**config.mk**
```make
export PLATFORM = sky130hd
export DESIGN_NAME = qcv_load_store_unit_flat
export DESIGN_NICKNAME = d
export VERILOG_FILES = /design/src/rtl/qcv_load_store_unit_if.sv /design/src/rtl/qcv_load_store_unit.sv /design/src/flat_wrapper.sv
export SDC_FILE = /design/constraint.sdc
export NUM_CORES = 1
export LEC_CHECK = 0
export BUFFER_PORTS_ARGS = -buffer_cell sky130_fd_sc_hd__buf_2
export CAP_MARGIN = 20
export CORE_MARGIN = 1
export CORE_UTILIZATION = 40
export DETAILED_ROUTE_END_ITERATION = 8
export PLACE_DENSITY = 0.74
export SYNTH_ARGS = -nofsm -noshare
export SYNTH_HDL_FRONTEND = slang
export SYNTH_SLANG_ARGS = --single-unit
export TNS_END_PERCENT = 100
```
**constraint.sdc**
```tcl
create_clock -name clk_i -period 1.9 [get_ports clk_i]
set_clock_uncertainty 0.2 [all_clocks]
set_input_delay 0.475 -clock clk_i [delete_from_list [all_inputs] [get_ports clk_i]]
set_output_delay 0.475 -clock clk_i [all_outputs]
set_load 0.05 [all_outputs]
```
**src/rtl/qcv_load_store_unit_if.sv**
```systemverilog
// Core data bus (req/gnt/rvalid) between the load/store unit and memory.
// The unit drives the request side through the master modport.
interface qcv_load_store_unit_if;
    logic        data_req_o;
    logic        data_gnt_i;
    logic        data_rvalid_i;
    logic        data_err_i;
    logic [31:0] data_addr_o;
    logic        data_we_o;
    logic [3:0]  data_be_o;
    logic [31:0] data_wdata_o;
    logic [31:0] data_rdata_i;

    modport master (
        output data_req_o, data_addr_o, data_we_o, data_be_o, data_wdata_o,
        input  data_gnt_i, data_rvalid_i, data_err_i, data_rdata_i
    );

    modport slave (
        input  data_req_o, data_addr_o, data_we_o, data_be_o, data_wdata_o,
        output data_gnt_i, data_rvalid_i, data_err_i, data_rdata_i
    );
endinterface

```
**src/rtl/qcv_load_store_unit.sv**
```systemverilog
// Single-outstanding load/store unit: lane alignment, load extension and rd writeback.
// Define QCV_LSU_MISALIGNED_EN to split misaligned accesses into two word accesses.
module qcv_load_store_unit #(
    parameter bit ERR_WB_ZERO = 1'b0
) (
    input  logic        clk_i,
    input  logic        rst_ni,
    input  logic        lsu_req_i,
    input  logic        lsu_we_i,
    input  logic [1:0]  lsu_type_i,
    input  logic        lsu_sign_ext_i,
    input  logic [31:0] lsu_addr_i,
    input  logic [31:0] lsu_wdata_i,
    input  logic [4:0]  lsu_rd_i,
    output logic        lsu_ready_o,
    qcv_load_store_unit_if.master bus,
    output logic [4:0]  rf_waddr_o,
    output logic [31:0] rf_wdata_o,
    output logic        rf_we_o,
    output logic        load_err_o,
    output logic        store_err_o,
    output logic        misaligned_o
);
    // state        | meaning
    // IDLE         | ready for a new access
    // WAIT_GNT     | request held on bus (first/only word)
    // WAIT_RVALID  | granted, awaiting response
    // WAIT_GNT2/.. | second word of a split misaligned access
    typedef enum logic [2:0] {IDLE, WAIT_GNT, WAIT_RVALID, WAIT_GNT2, WAIT_RVALID2} state_t;

    state_t      state, state_nxt;
    logic        we_q, sext_q;
    logic [1:0]  type_q;
    logic [31:0] addr_q, wdata_q;
    logic [4:0]  rd_q;
    logic        rf_we_q, load_err_q, store_err_q;
    logic [4:0]  rf_waddr_q;
    logic [31:0] rf_wdata_q;
    logic        accept, mis_in, done;
    logic [1:0]  k;
    logic [3:0]  be_full;
    logic [31:0] load_data;
`ifdef QCV_LSU_MISALIGNED_EN
    logic        split_q;
    logic [31:0] rdata1_q;
    logic [7:0]  be8;
    logic [63:0] wdata64, rdata64;
    logic        phase2;
`else
    logic        misaligned_q;
`endif

    function automatic logic [31:0] extend(input logic [31:0] s, input logic [1:0] t,
                                           input logic se);
        case (t)
            2'b00:   return se ? {{24{s[7]}}, s[7:0]} : {24'b0, s[7:0]};
            2'b01:   return se ? {{16{s[15]}}, s[15:0]} : {16'b0, s[15:0]};
            default: return s;
        endcase
    endfunction

    assign k      = addr_q[1:0];
    assign accept = lsu_req_i & (state == IDLE);
    assign mis_in = ((lsu_type_i == 2'b01) & lsu_addr_i[0]) | (lsu_type_i[1] & (|lsu_addr_i[1:0]));

    always_comb begin
        case (type_q)
            2'b00:   be_full = 4'b0001;
            2'b01:   be_full = 4'b0011;
            default: be_full = 4'b1111;
        endcase
    end

    always_ff @(posedge clk_i or negedge rst_ni) begin
        if (!rst_ni) state <= IDLE;
        else         state <= state_nxt;
    end

    always_comb begin
        state_nxt = state;
        case (state)
            IDLE: begin
`ifdef QCV_LSU_MISALIGNED_EN
                if (accept) state_nxt = WAIT_GNT;
`else
                if (accept && !mis_in) state_nxt = WAIT_GNT;
`endif
            end
            WAIT_GNT:    if (bus.data_gnt_i) state_nxt = WAIT_RVALID;
            WAIT_RVALID: begin
`ifdef QCV_LSU_MISALIGNED_EN
                if (bus.data_rvalid_i)
                    state_nxt = (split_q && !bus.data_err_i) ? WAIT_GNT2 : IDLE;
`else
                if (bus.data_rvalid_i) state_nxt = IDLE;
`endif
            end
`ifdef QCV_LSU_MISALIGNED_EN
            WAIT_GNT2:    if (bus.data_gnt_i) state_nxt = WAIT_RVALID2;
            WAIT_RVALID2: if (bus.data_rvalid_i) state_nxt = IDLE;
`endif
            default: state_nxt = IDLE;
        endcase
    end

    always_comb begin
        lsu_ready_o      = (state == IDLE);
        bus.data_req_o   = 1'b0;
        bus.data_addr_o  = '0;
        bus.data_we_o    = 1'b0;
        bus.data_be_o    = '0;
        bus.data_wdata_o = '0;
`ifdef QCV_LSU_MISALIGNED_EN
        phase2  = (state == WAIT_GNT2);
        be8     = {4'b0, be_full} << k;
        wdata64 = {32'b0, wdata_q} << {k, 3'b000};
        rdata64 = (state == WAIT_RVALID2) ? {bus.data_rdata_i, rdata1_q} : {32'b0, bus.data_rdata_i};
        done    = ((state == WAIT_RVALID) && bus.data_rvalid_i && (bus.data_err_i || !split_q))
                || ((state == WAIT_RVALID2) && bus.data_rvalid_i);
        if (state == WAIT_GNT || state == WAIT_GNT2) begin
            bus.data_req_o   = 1'b1;
            bus.data_addr_o  = {addr_q[31:2], 2'b00} + (phase2 ? 32'd4 : 32'd0);
            bus.data_we_o    = we_q;
            bus.data_be_o    = phase2 ? be8[7:4] : be8[3:0];
            bus.data_wdata_o = phase2 ? wdata64[63:32] : wdata64[31:0];
        end
        load_data = extend(32'(rdata64 >> {k, 3'b000}), type_q, sext_q);
`else
        done = (state == WAIT_RVALID) && bus.data_rvalid_i;
        if (state == WAIT_GNT) begin
            bus.data_req_o   = 1'b1;
            bus.data_addr_o  = {addr_q[31:2], 2'b00};
            bus.data_we_o    = we_q;
            bus.data_be_o    = be_full << k;
            bus.data_wdata_o = wdata_q << {k, 3'b000};
        end
        load_data = extend(bus.data_rdata_i >> {k, 3'b000}, type_q, sext_q);
`endif
    end

    always_ff @(posedge clk_i or negedge rst_ni) begin
        if (!rst_ni) begin
            we_q <= 1'b0; sext_q <= 1'b0; type_q <= '0;
            addr_q <= '0; wdata_q <= '0; rd_q <= '0;
            rf_we_q <= 1'b0; load_err_q <= 1'b0; store_err_q <= 1'b0;
            rf_waddr_q <= '0; rf_wdata_q <= '0;
`ifdef QCV_LSU_MISALIGNED_EN
            split_q <= 1'b0; rdata1_q <= '0;
`else
            misaligned_q <= 1'b0;
`endif
        end else begin
            rf_we_q     <= 1'b0;
            load_err_q  <= 1'b0;
            store_err_q <= 1'b0;
`ifndef QCV_LSU_MISALIGNED_EN
            misaligned_q <= 1'b0;
`endif
            if (accept) begin
                we_q    <= lsu_we_i;
                sext_q  <= lsu_sign_ext_i;
                type_q  <= lsu_type_i;
                addr_q  <= lsu_addr_i;
                wdata_q <= lsu_wdata_i;
                rd_q    <= lsu_rd_i;
`ifdef QCV_LSU_MISALIGNED_EN
                split_q <= mis_in;
`else
                misaligned_q <= mis_in;
`endif
            end
`ifdef QCV_LSU_MISALIGNED_EN
            if (state == WAIT_RVALID && bus.data_rvalid_i && !bus.data_err_i && split_q)
                rdata1_q <= bus.data_rdata_i;
`endif
            if (done) begin
                rf_waddr_q <= rd_q;
                if (bus.data_err_i) begin
                    load_err_q  <= ~we_q;
                    store_err_q <= we_q;
                    rf_we_q     <= ~we_q & ERR_WB_ZERO & (|rd_q);
                    rf_wdata_q  <= '0;
                end else begin
                    rf_we_q    <= ~we_q & (|rd_q);
                    rf_wdata_q <= load_data;
                end
            end
        end
    end

    assign rf_we_o     = rf_we_q;
    assign rf_waddr_o  = rf_waddr_q;
    assign rf_wdata_o  = rf_wdata_q;
    assign load_err_o  = load_err_q;
    assign store_err_o = store_err_q;
`ifdef QCV_LSU_MISALIGNED_EN
    assign misaligned_o = 1'b0;
`else
    assign misaligned_o = misaligned_q;
`endif
endmodule
```
**src/flat_wrapper.sv**
```systemverilog
// flat-port wrapper written by rule: the top's interface ports become plain ports
module qcv_load_store_unit_flat 
#(
    parameter bit ERR_WB_ZERO = 1'b0
)
  (clk_i, rst_ni, lsu_req_i, lsu_we_i, lsu_type_i, lsu_sign_ext_i, lsu_addr_i, lsu_wdata_i, lsu_rd_i, lsu_ready_o, rf_waddr_o, rf_wdata_o, rf_we_o, load_err_o, store_err_o, misaligned_o, bus_data_req_o, bus_data_addr_o, bus_data_we_o, bus_data_be_o, bus_data_wdata_o, bus_data_gnt_i, bus_data_rvalid_i, bus_data_err_i, bus_data_rdata_i);
  qcv_load_store_unit_if bus_i ();
  input  logic clk_i;
  input  logic rst_ni;
  input  logic lsu_req_i;
  input  logic lsu_we_i;
  input  logic [1:0] lsu_type_i;
  input  logic lsu_sign_ext_i;
  input  logic [31:0] lsu_addr_i;
  input  logic [31:0] lsu_wdata_i;
  input  logic [4:0] lsu_rd_i;
  output logic lsu_ready_o;
  output logic [4:0] rf_waddr_o;
  output logic [31:0] rf_wdata_o;
  output logic rf_we_o;
  output logic load_err_o;
  output logic store_err_o;
  output logic misaligned_o;
  output wire logic [$bits(bus_i.data_req_o)-1:0] bus_data_req_o;
  output wire logic [$bits(bus_i.data_addr_o)-1:0] bus_data_addr_o;
  output wire logic [$bits(bus_i.data_we_o)-1:0] bus_data_we_o;
  output wire logic [$bits(bus_i.data_be_o)-1:0] bus_data_be_o;
  output wire logic [$bits(bus_i.data_wdata_o)-1:0] bus_data_wdata_o;
  input wire logic [$bits(bus_i.data_gnt_i)-1:0] bus_data_gnt_i;
  input wire logic [$bits(bus_i.data_rvalid_i)-1:0] bus_data_rvalid_i;
  input wire logic [$bits(bus_i.data_err_i)-1:0] bus_data_err_i;
  input wire logic [$bits(bus_i.data_rdata_i)-1:0] bus_data_rdata_i;
  assign bus_data_req_o = bus_i.data_req_o;
  assign bus_data_addr_o = bus_i.data_addr_o;
  assign bus_data_we_o = bus_i.data_we_o;
  assign bus_data_be_o = bus_i.data_be_o;
  assign bus_data_wdata_o = bus_i.data_wdata_o;
  assign bus_i.data_gnt_i = bus_data_gnt_i;
  assign bus_i.data_rvalid_i = bus_data_rvalid_i;
  assign bus_i.data_err_i = bus_data_err_i;
  assign bus_i.data_rdata_i = bus_data_rdata_i;
  qcv_load_store_unit #(.ERR_WB_ZERO(ERR_WB_ZERO)) u_core (.clk_i(clk_i), .rst_ni(rst_ni), .lsu_req_i(lsu_req_i), .lsu_we_i(lsu_we_i), .lsu_type_i(lsu_type_i), .lsu_sign_ext_i(lsu_sign_ext_i), .lsu_addr_i(lsu_addr_i), .lsu_wdata_i(lsu_wdata_i), .lsu_rd_i(lsu_rd_i), .lsu_ready_o(lsu_ready_o), .bus(bus_i), .rf_waddr_o(rf_waddr_o), .rf_wdata_o(rf_wdata_o), .rf_we_o(rf_we_o), .load_err_o(load_err_o), .store_err_o(store_err_o), .misaligned_o(misaligned_o));
endmodule
```
# Word level (Yosys, flattened, before mapping)
# Index checks and enable logic that the tools add are counted.
# classes
reduce_logical,8
eq_ne,7
n_mux,21
bitwise_logic,6
shift,3
# ops
cell,n
$mux W32,5
$pmux W32 S2,1
$shl A32 B5 Y32,1
$shr A32 B5 Y32,1
$mux W1,9
$mux W3,3
$pmux W3 S3,1
$pmux W4 S2,1
$reduce_or A5 Y1,1
$and A1 B1 Y1,4
$eq A2 B1 Y1 const B,2
$mux W4,1
$ne A2 B2 Y1 const B,2
$shl A4 B2 Y4,1
$eq A3 B1 Y1 const B,1
$eq A3 B2 Y1 const B,1
$logic_not A3 Y1,1
$reduce_and A3 Y1,1
$logic_and A1 B1 Y1,2
$logic_not A2 Y1,1
$ne A2 B1 Y1 const B,1
$reduce_or A2 Y1,1
$logic_not A1 Y1,1
$not A1 Y1,1
$or A1 B1 Y1,1
# totals
out_inout_bits,112
register_bits,117

# Depth between registers and ports, before layout
# Gate-level depths: netlist of run 1.
# logic_depth
word_depth,7
mapped_depth,7

# Worst setup path after synthesis of run 1
# No wires, ideal clock.
# synth_timing
kind,register -> output
startpoint,register u_core.state[1]
endpoint,output port bus_data_wdata_o[0]
required_time_ns,1.225
arrival_time_ns,2.395
n_path_buf,2
stages_incl_launch_ff,8
path_slack_ns,-1.170
path_cell_list,dfrtp_1 > nand2b_1 > clkbuf_1 > inv_2 > nand2b_1 > buf_2 > nor2_1 > and2_1
# synth_via
elab_chain_len,2
# synth_rtl
item,line_no,rtl
start: declaration,qcv_load_store_unit.sv:31,"state_t state, state_nxt;"
start signal: assignment,qcv_load_store_unit.sv:76,else state <= state_nxt;
$eq A3 B1 Y1,qcv_load_store_unit.sv:130,if (state == WAIT_GNT) begin
$mux W32,qcv_load_store_unit.sv:130,
end: declaration,flat_wrapper.sv:28,output wire logic [$bits(bus_i.data_wdata_o)-1:0] bus_data_wdata_o;
# No other way between the ends.

# Final worst setup path of run 1
# layout_timing
startpoint,register u_core.addr_q[0]
endpoint,output port bus_data_wdata_o[25]
# layout_via
elab_chain_len,2
# layout_rtl
item,line_no,rtl
start: declaration,qcv_load_store_unit.sv:34,"logic [31:0] addr_q, wdata_q;"
start signal: assignment,qcv_load_store_unit.sv:163,addr_q <= lsu_addr_i;
$shl A32 B5 Y32,qcv_load_store_unit.sv:135,"bus.data_wdata_o = wdata_q << {k, 3'b000};"
$mux W32,qcv_load_store_unit.sv:130,
# No other way between the ends.

==> insert_results.sql, run 1 <==
INSERT INTO impl_metrics (metric_group, metric, value, unit) VALUES
('timing', 'rsz_0062_raised_after_global_routing', 'true', ''),
('power_and_ir_drop', 'powerDensity', '1616', 'nW/µm²'),
('synthesis', 'synth_top_area_share', '50.89', '%'),
('synthesis', 'post_synth_instance_area', '5704', 'µm²'),
('floorplan', 'die-width', '121.4', 'µm'),
('min_path', 'worst_hold_path_type', 'primary input to register', ''),
('grt', 'grt_pass1_vias', '5282', ''),
('outcome', 'failed_checks', 'negative setup slack', ''),
('drt', 'drtPass1Iterations', '4', ''),
('critical_path', 'cp.arrival', '1.82', 'ns'),
('floorplan', 'start_util', '41.09', '%'),
('cts', 'clk_root_buffer_cell', 'clkbuf_16', ''),
('outcome', 'status', 'finished, violations left', ''),
('cells_and_area', 'post_route_cells_drive_above_1_share', '68.31', '%'),
('cells_and_area', 'finish.net_count', '892', ''),
('critical_path', 'critPathCaptureType', 'output port', ''),
('timing', 'final_count_of_pins_violating_max_slew', '0', ''),
('run', 'number_of_maximum_capacitance_constraint_violations', '0', ''),
('drt', 'detailroute.via_count', '5299', ''),
('placement', 'dpl.hpwl', '11.80', 'mm'),
('cts', 'number_of_levels_in_the_clock_h_tree', '4', ''),
('cts', 'worst_setup_hold_path_clk_slew', '0.05', 'ns'),
('synthesis', 'asyncSetResetFlopFracSynth', '100.0', '%'),
('timing', 'hold_ws', '0.09098', 'ns'),
('critical_path', 'critical_path_fanouts_max', '12', ''),
('cts', 'insertion_delay', '0.41', 'ns'),
('cells_and_area', 'postLayoutCellArea', '10190', 'µm²'),
('floorplan', 'ioPinCount', '223', ''),
('floorplan', 'core.rowCount', '43', ''),
('drt', 'postRouteWirelength', '21.53', 'mm'),
('grt', 'grt_max_degree', '43', ''),
('timing', 'finalSetupViolCount', '172', ''),
('synthesis', 'synth_largest_area_cell', 'dfrtp_1', ''),
('critical_path', 'rrSetupSlack', '-0.32', 'ns'),
('floorplan', 'die_y', '121.4', 'µm'),
('synthesis', 'synthCells', '486', ''),
('timing', 'final.period_utilization', '131.5', '%'),
('timing', 'final-hold-violation-count', '0', ''),
('timing', 'timing.fmax', '400.4', 'MHz'),
('power_and_ir_drop', 'power.ir.vdd_worst', '0.0008478', 'V'),
('power_and_ir_drop', 'static_leakage', '4.871', 'nW'),
('drt', 'drt_iter0_drc', '265', ''),
('cts', 'clock-sinks', '116', ''),
('placement', 'dpl_cell_area', '7777', 'µm²'),
('placement', 'gp_congestion', '0.8998', ''),
('cts', 'cts_buffer_depth', '2', ''),
('grt', 'first_pass_grt_wire_length', '27.52', 'mm'),
('critical_path', 'timing.critical_path.required', '1.22', 'ns'),
('drt', 'vias_per_cell', '5.440', ''),
('synthesis', 'synth_edf_count', '0', ''),
('cells_and_area', 'syn2layout_area_growth', '78.61', '%'),
('placement', 'io_buffers', '220', ''),
('synthesis', 'yosys_warnings', '0', ''),
('timing', 'fin_ws', '-0.5977', 'ns'),
('timing', 'max_slew.worst_pin.slew', '0.5865', 'ns'),
('synthesis', 'synthFlopType', 'dfrtp_1', ''),
('grt', 'globalRouteTotalUtil', '24.58', '%'),
('critical_path', 'worst-setup-path-type', 'register to output port', ''),
('synthesis', 'synth_sequential_area_ratio', '50.89', '%'),
('critical_path', 'timing.critical_path.from_type', 'register', ''),
('cts', 'cts_tree', 'built', ''),
('drt', 'post-route-drc-count', '0', ''),
('timing', 'final_period_minus_worst_setup_slack', '2.498', 'ns'),
('drt', 'antenna_violating_nets_post_route', '0', ''),
('grt', 'global_route.overflow_total', '0', ''),
('floorplan', 'placeableCoreArea', '13880', 'µm²'),
('synthesis', 'synthDistinctLibCells', '36', ''),
('synthesis', 'synth_area_per_cell', '11.74', 'µm²'),
('cells_and_area', 'layout.filler_cells', '890', ''),
('synthesis', 'netlist_top_cells_area', 'dfrtp_1 51%, mux2_1 17%, mux2i_1 5.4%', ''),
('drt', 'detail_route.wl_per_cell', '22.10', 'µm'),
('floorplan', 'dieArea', '14740', 'µm²'),
('timing', 'max_slew_margin', '60.82', '%'),
('cts', 'number_of_buffers_added_by_the_clock_tree_synthesis_step', '17', ''),
('grt', 'grt_antenna_before_repair', '1', ''),
('synthesis', 'synth_seq_cells', '116', '');
==> final timing paths <==
kind	startpoint	to	cells past startpoint
worst max-delay path	u_core.addr_q[0]	bus_data_wdata_o[25]	6
worst min-delay path	lsu_addr_i[10]	u_core.addr_q[10]	2
worst max register to register	u_core.addr_q[0]	u_core.rf_wdata_o[15]	6
worst min register to register	u_core.rf_wdata_o[8]	u_core.rf_wdata_o[8]	2
max in group asynchronous	rst_ni	u_core.wdata_q[10]	3
min in group asynchronous	rst_ni	u_core.rf_wdata_o[12]	2
==> cells in the mapped netlist (all sizes together), types with 3 or more instances <==
cell / n
a21oi: 15
clkbuf: 17
dfrtp: 116
nand2b: 3
a211oi: 19
nand3b: 8
nor2: 34
a221o: 17
mux2: 85
nand2: 18
mux2i: 31
o21ai: 24
and2: 40
nor2b: 10
buf: 24
a22o: 9
==> kinds of logic after synthesis <==
kind of cell	Yosys count	share of synthesized area, %
other cells	1	0.06574
compound gates	87	11.16
mux	117	22.61
flops	116	50.89
buf+inv	43	3.751
simple gates	122	11.52
==> power by group <==
group / leakage [nW] / switching [mW] / internal [mW] / total (mW)
Clock: 0.277 / 1.12 / 1.97 / 3.10
Sequential: 1.42 / 0.780 / 3.39 / 4.17
Combinational: 3.17 / 5.05 / 4.16 / 9.21
==> through the flow <==
step	TNS (ns)	setup slack (ns)	power, mW	instances	util, %
floorplan	-31.42	-0.4569	9.075	487	-
global placement	-11.75	-0.3145	10.62	903	56.03
detailed placement	-14.91	-0.4462	10.81	903	56.03
CTS	-33.55	-0.6023	14.99	942	66.67
global route	-51.77	-0.6596	17.07	973	73.38
finish	-45.88	-0.5977	16.47	974	73.40
==> critical path, cell delays in order (launching register included) <==
cell      delay [ns]
dfrtp_4         0.53
buf_12          0.18
nor2b_1         0.13
a211oi_1        0.07
buf_4           0.14
a211oi_4        0.17
buf_6           0.19
==> timing repair <==
action                                 in CTS  in global routing
pin swaps                                   8                 38
hold buffers                                1                  0
endpoints found under the hold margin      87                  0
setup buffers                               7                 13
gates cloned                                2                 18
gates resized for setup                   223                125
setup endpoints to repair                  92                172
==> area by class of cell <==
class | instances | area (µm²) | share of cell area (%)
multi-input combinational | 330 | 3520 | 34.55
timing repair buffer | 314 | 2950 | 28.96
sequential | 116 | 2908 | 28.54
clock buffer | 20 | 456.7 | 4.482
tap | 180 | 225.2 | 2.210
clock inverter | 10 | 108.9 | 1.068
inverter | 2 | 15.01 | 0.1474
antenna | 2 | 5.005 | 0.04912
==> routing by layer <==
layer  global-route usage [%]  wire length [µm]
met3                    6.908              1209
met4                    9.568               697
met5                        0                 0
met1                    28.82              8583
met2                    42.26             11030
==> cell usage in the layout (no fill, tap or decap), types with 2 or more instances in the layout <==
cell type,n
nand2_1,17
nor3_1,2
mux2i_4,9
buf_4,44
a221o_1,17
diode_2,2
and2_4,41
conb_1,2
dfrtp_1,114
nand3b_1,8
clkbuf_16,29
mux2_4,79
mux2_1,5
buf_6,42
clkinv_2,5
nor2_4,19
nor2b_2,2
nor2_1,12
o21ai_2,2
nor2b_1,8
nor2_2,4
a211oi_1,5
o21ai_1,21
bufinv_16,2
mux2i_1,21
a211oi_2,4
a22o_1,9
buf_8,47
a211oi_4,10
clkinvlp_4,2
clkbuf_8,2
nand2b_4,2
buf_12,16
buf_2,150
a21oi_2,14
==> state kept, by name, summed over array words and instances, names as in the netlist <==
register             count
u_core.rf_wdata_o       32
u_core.we_q              1
u_core.store_err_o       1
u_core.rd_q              5
u_core.misaligned_o      1
u_core.state             2
u_core.addr_q           32
u_core.wdata_q          32
u_core.rf_we_o           1
u_core.sext_q            1
u_core.load_err_o        1
u_core.rf_waddr_o        5
u_core.type_q            2
Note: power is estimated with default switching activity, not from simulation.
==> run 2: changes to the inputs <==
HOLD_SLACK_MARGIN = 0.1   (was unset)
==> run 2 against run 1 <==
Net effect: the run still ends with negative setup slack left; clock power barely moved; register-to-register slack got worse by 0.07 ns; hold slack improved by 0.030 ns; count of clock-buffer cells in the layout did not move; largest power group unchanged; critical endpoint is now bus_data_wdata_o[20]; via count rose by 10%; final area rose by 7.1%.
==> insert_results.sql, run 2 (synthesis gave the netlist of run 1 again) <==
INSERT INTO impl_metrics (metric_group, metric, value, unit) VALUES
('outcome', 'status', 'finished, violations left', ''),
('outcome', 'failed_checks', 'negative setup slack', ''),
('placement', 'dpl_cell_area', '7777', 'µm²'),
('cells_and_area', 'leading_cell_type_in_the_layout_fill_and_taps_excluded', 'buf_2', ''),
('timing', 'final-hold-violation-count', '0', ''),
('critical_path', 'worst_r2r_path_depth', '7', ''),
('placement', 'io_buffers', '220', ''),
('critical_path', 'setup.worst_path.end', 'bus_data_wdata_o[20]', ''),
('floorplan', 'start_util', '41.09', '%'),
('drt', 'drtPass1Iterations', '4', ''),
('timing', 'fin_ws', '-0.6341', 'ns'),
('min_path', 'whs_path_depth', '2', ''),
('grt', 'grt_antenna_before_repair', '2', ''),
('cts', 'clk_root_buffer_cell', 'clkbuf_16', ''),
('cells_and_area', 'multi_input_area', '3508', 'µm²'),
('cells_and_area', 'post_layout_nonfiller_instances', '1047', ''),
('critical_path', 'worst-setup-path-type', 'register to output port', ''),
('cts', 'number_of_buffers_added_by_the_clock_tree_synthesis_step', '17', ''),
('floorplan', 'dieArea', '14740', 'µm²'),
('timing', 'final_count_of_pins_violating_max_slew', '0', ''),
('timing', 'final_period_minus_worst_setup_slack', '2.534', 'ns'),
('critical_path', 'crit_path_from', 'u_core.addr_q[0]', ''),
('power_and_ir_drop', 'power.ir.vdd_worst', '0.0009031', 'V'),
('critical_path', 'slowest_library_cell_on_the_worst_path', 'dfrtp_4', ''),
('critical_path', 'timing.critical_path.from_type', 'register', ''),
('timing', 'finalSetupViolCount', '173', ''),
('cells_and_area', 'post_route_cells_drive_above_1_share', '63.31', '%'),
('cells_and_area', 'commonest_cells_after_routing_fill_and_taps_aside', '150 x buf_2, 114 x dfrtp_1, 78 x mux2_4', ''),
('floorplan', 'placeableCoreArea', '13880', 'µm²'),
('critical_path', 'rrSetupSlack', '-0.39', 'ns'),
('placement', 'gp_congestion', '0.8998', ''),
('floorplan', 'die_y', '121.4', 'µm'),
('critical_path', 'timing.critical_path.required', '1.22', 'ns'),
('power_and_ir_drop', 'powerDensity', '1546', 'nW/µm²'),
('cells_and_area', 'layout.filler_cells', '748', ''),
('timing', 'final.period_utilization', '133.4', '%'),
('timing', 'max_slew.worst_pin.slew', '0.5903', 'ns'),
('cts', 'worst_setup_hold_path_clk_slew', '0.05', 'ns'),
('grt', 'grt_pass1_vias', '5742', ''),
('power_and_ir_drop', 'total_power_consumption', '16.88', 'mW'),
('timing', 'max_slew_margin', '60.57', '%'),
('critical_path', 'path_cells', 'buf_4, mux2i_1, nor2_1, a21oi_2, nor2_4, buf_6', ''),
('critical_path', 'critical_path_fanouts_max', '7', ''),
('critical_path', 'critical_path.max_stage_delay', '0.50', 'ns'),
('grt', 'global_route.overflow_total', '0', ''),
('timing', 'hold_ws', '0.1212', 'ns'),
('critical_path', 'critPathTopFamily', 'flip-flops', ''),
('drt', 'antenna_violating_nets_post_route', '0', ''),
('timing', 'timing.fmax', '394.6', 'MHz'),
('timing', 'rsz_0062_raised_after_global_routing', 'true', ''),
('cells_and_area', 'finish.utilization', '78.63', '%'),
('cts', 'insertion_delay', '0.41', 'ns'),
('drt', 'detail_route.wl_per_cell', '24.06', 'µm'),
('power_and_ir_drop', 'static_leakage', '5.170', 'nW'),
('grt', 'grt_max_degree', '43', ''),
('cts', 'cts_tree', 'built', ''),
('cells_and_area', 'postLayoutCellArea', '10910', 'µm²'),
('drt', 'postRouteWirelength', '25.19', 'mm'),
('grt', 'globalRouteTotalUtil', '28.04', '%'),
('grt', 'first_pass_grt_wire_length', '30.85', 'mm'),
('critical_path', 'critical_path_buf_inv_count', '2', ''),
('cts', 'clock-sinks', '116', ''),
('run', 'number_of_maximum_capacitance_constraint_violations', '0', ''),
('floorplan', 'ioPinCount', '223', ''),
('placement', 'dpl.hpwl', '11.80', 'mm'),
('timing', 'totalNegativeSetupSlack', '-53.38', 'ns'),
('critical_path', 'timing.critical_path.depth', '6', ''),
('drt', 'post-route-drc-count', '0', ''),
('critical_path', 'critPathCaptureType', 'output port', ''),
('cells_and_area', 'finish.net_count', '964', ''),
('placement', 'placedCellCount', '903', ''),
('drt', 'vias_per_cell', '5.568', ''),
('critical_path', 'cp.arrival', '1.86', 'ns'),
('critical_path', 'r2r_end', 'u_core.rf_wdata_o[15]', ''),
('placement', 'preCtsSetupSlack', '-0.4462', 'ns'),
('cts', 'cts_buffer_depth', '2', ''),
('floorplan', 'die-width', '121.4', 'µm'),
('drt', 'drt_iter0_drc', '375', ''),
('min_path', 'worst_hold_path_type', 'primary input to register', ''),
('drt', 'detailroute.via_count', '5830', ''),
('critical_path', 'critical_path.reg2reg.startpoint', 'u_core.addr_q[0]', ''),
('floorplan', 'core.rowCount', '43', ''),
('cells_and_area', 'syn2layout_area_growth', '91.34', '%'),
('cells_and_area', 'regArea', '2908', 'µm²'),
('cts', 'number_of_levels_in_the_clock_h_tree', '4', '');
-- run 2: cell types whose count changed in the layout (fill, tap and decap cells not counted), sizes merged --
cell / before / now
nor2: 35 / 34
diode: 2 / 3
dlygate4sd3: 1 / 73
buf: 300 / 302
clkbuf: 32 / 31
-- run 2: worst reg2reg max path, stage by stage (launching register included) --
cell and delay [ns]:
dfrtp_4 0.54, buf_6 0.17, buf_6 0.12, buf_8 0.13, mux4_2 0.34, buf_6 0.15
and3_4 0.22, a221o_1 0.30
-- run 2: power breakdown --
part | switching, mW | internal [mW] | total (mW) | leakage, nW
Combinational | 5.23 | 4.26 | 9.49 | 3.47
Sequential | 0.867 | 3.39 | 4.25 | 1.42
Clock | 1.16 | 1.97 | 3.13 | 0.277
-- run 2: layer usage --
| metal | GRT usage (%) | up-vias | wire length, µm |
|---|---|---|---|
| met2 | 49.04 | 343 | 13090 |
| met5 | 0 | - | 0 |
| li1 | - | 2463 | - |
| met1 | 31.49 | 2917 | 9063 |
| met4 | 15.43 | 0 | 1377 |
| met3 | 6.156 | 107 | 1652 |
-- run 2: final cells by class --
type | instances | share of cell area (%)
clock inverters | 10 | 0.9974
diodes | 3 | 0.06878
repair buffers | 387 | 33.76
flip-flops and latches | 116 | 26.64
clock buffers | 20 | 4.184
inverters | 2 | 0.1376
well taps | 180 | 2.064
multi-input cells | 329 | 32.14
-- run 2: what timing repair did --
action / 4_1_cts / 5_1_grt
setup endpoints to repair: 92 / 173
cloned: 2 / 16
hold endpoints to repair: 188 / 0
resized for setup: 223 / 134
setup buffers: 7 / 14
hold buffers: 73 / 0
pin swaps: 8 / 8
-- run 2: how the worst min path moves through the flow --
stage,start,end
global placement,rst_ni,u_core.rf_wdata_o[11]
finish,lsu_addr_i[21],u_core.addr_q[21]
global route,lsu_addr_i[21],u_core.addr_q[21]
CTS,lsu_addr_i[21],u_core.addr_q[21]
floorplan,rst_ni,u_core.addr_q[0]
detailed placement,rst_ni,u_core.rf_wdata_o[12]
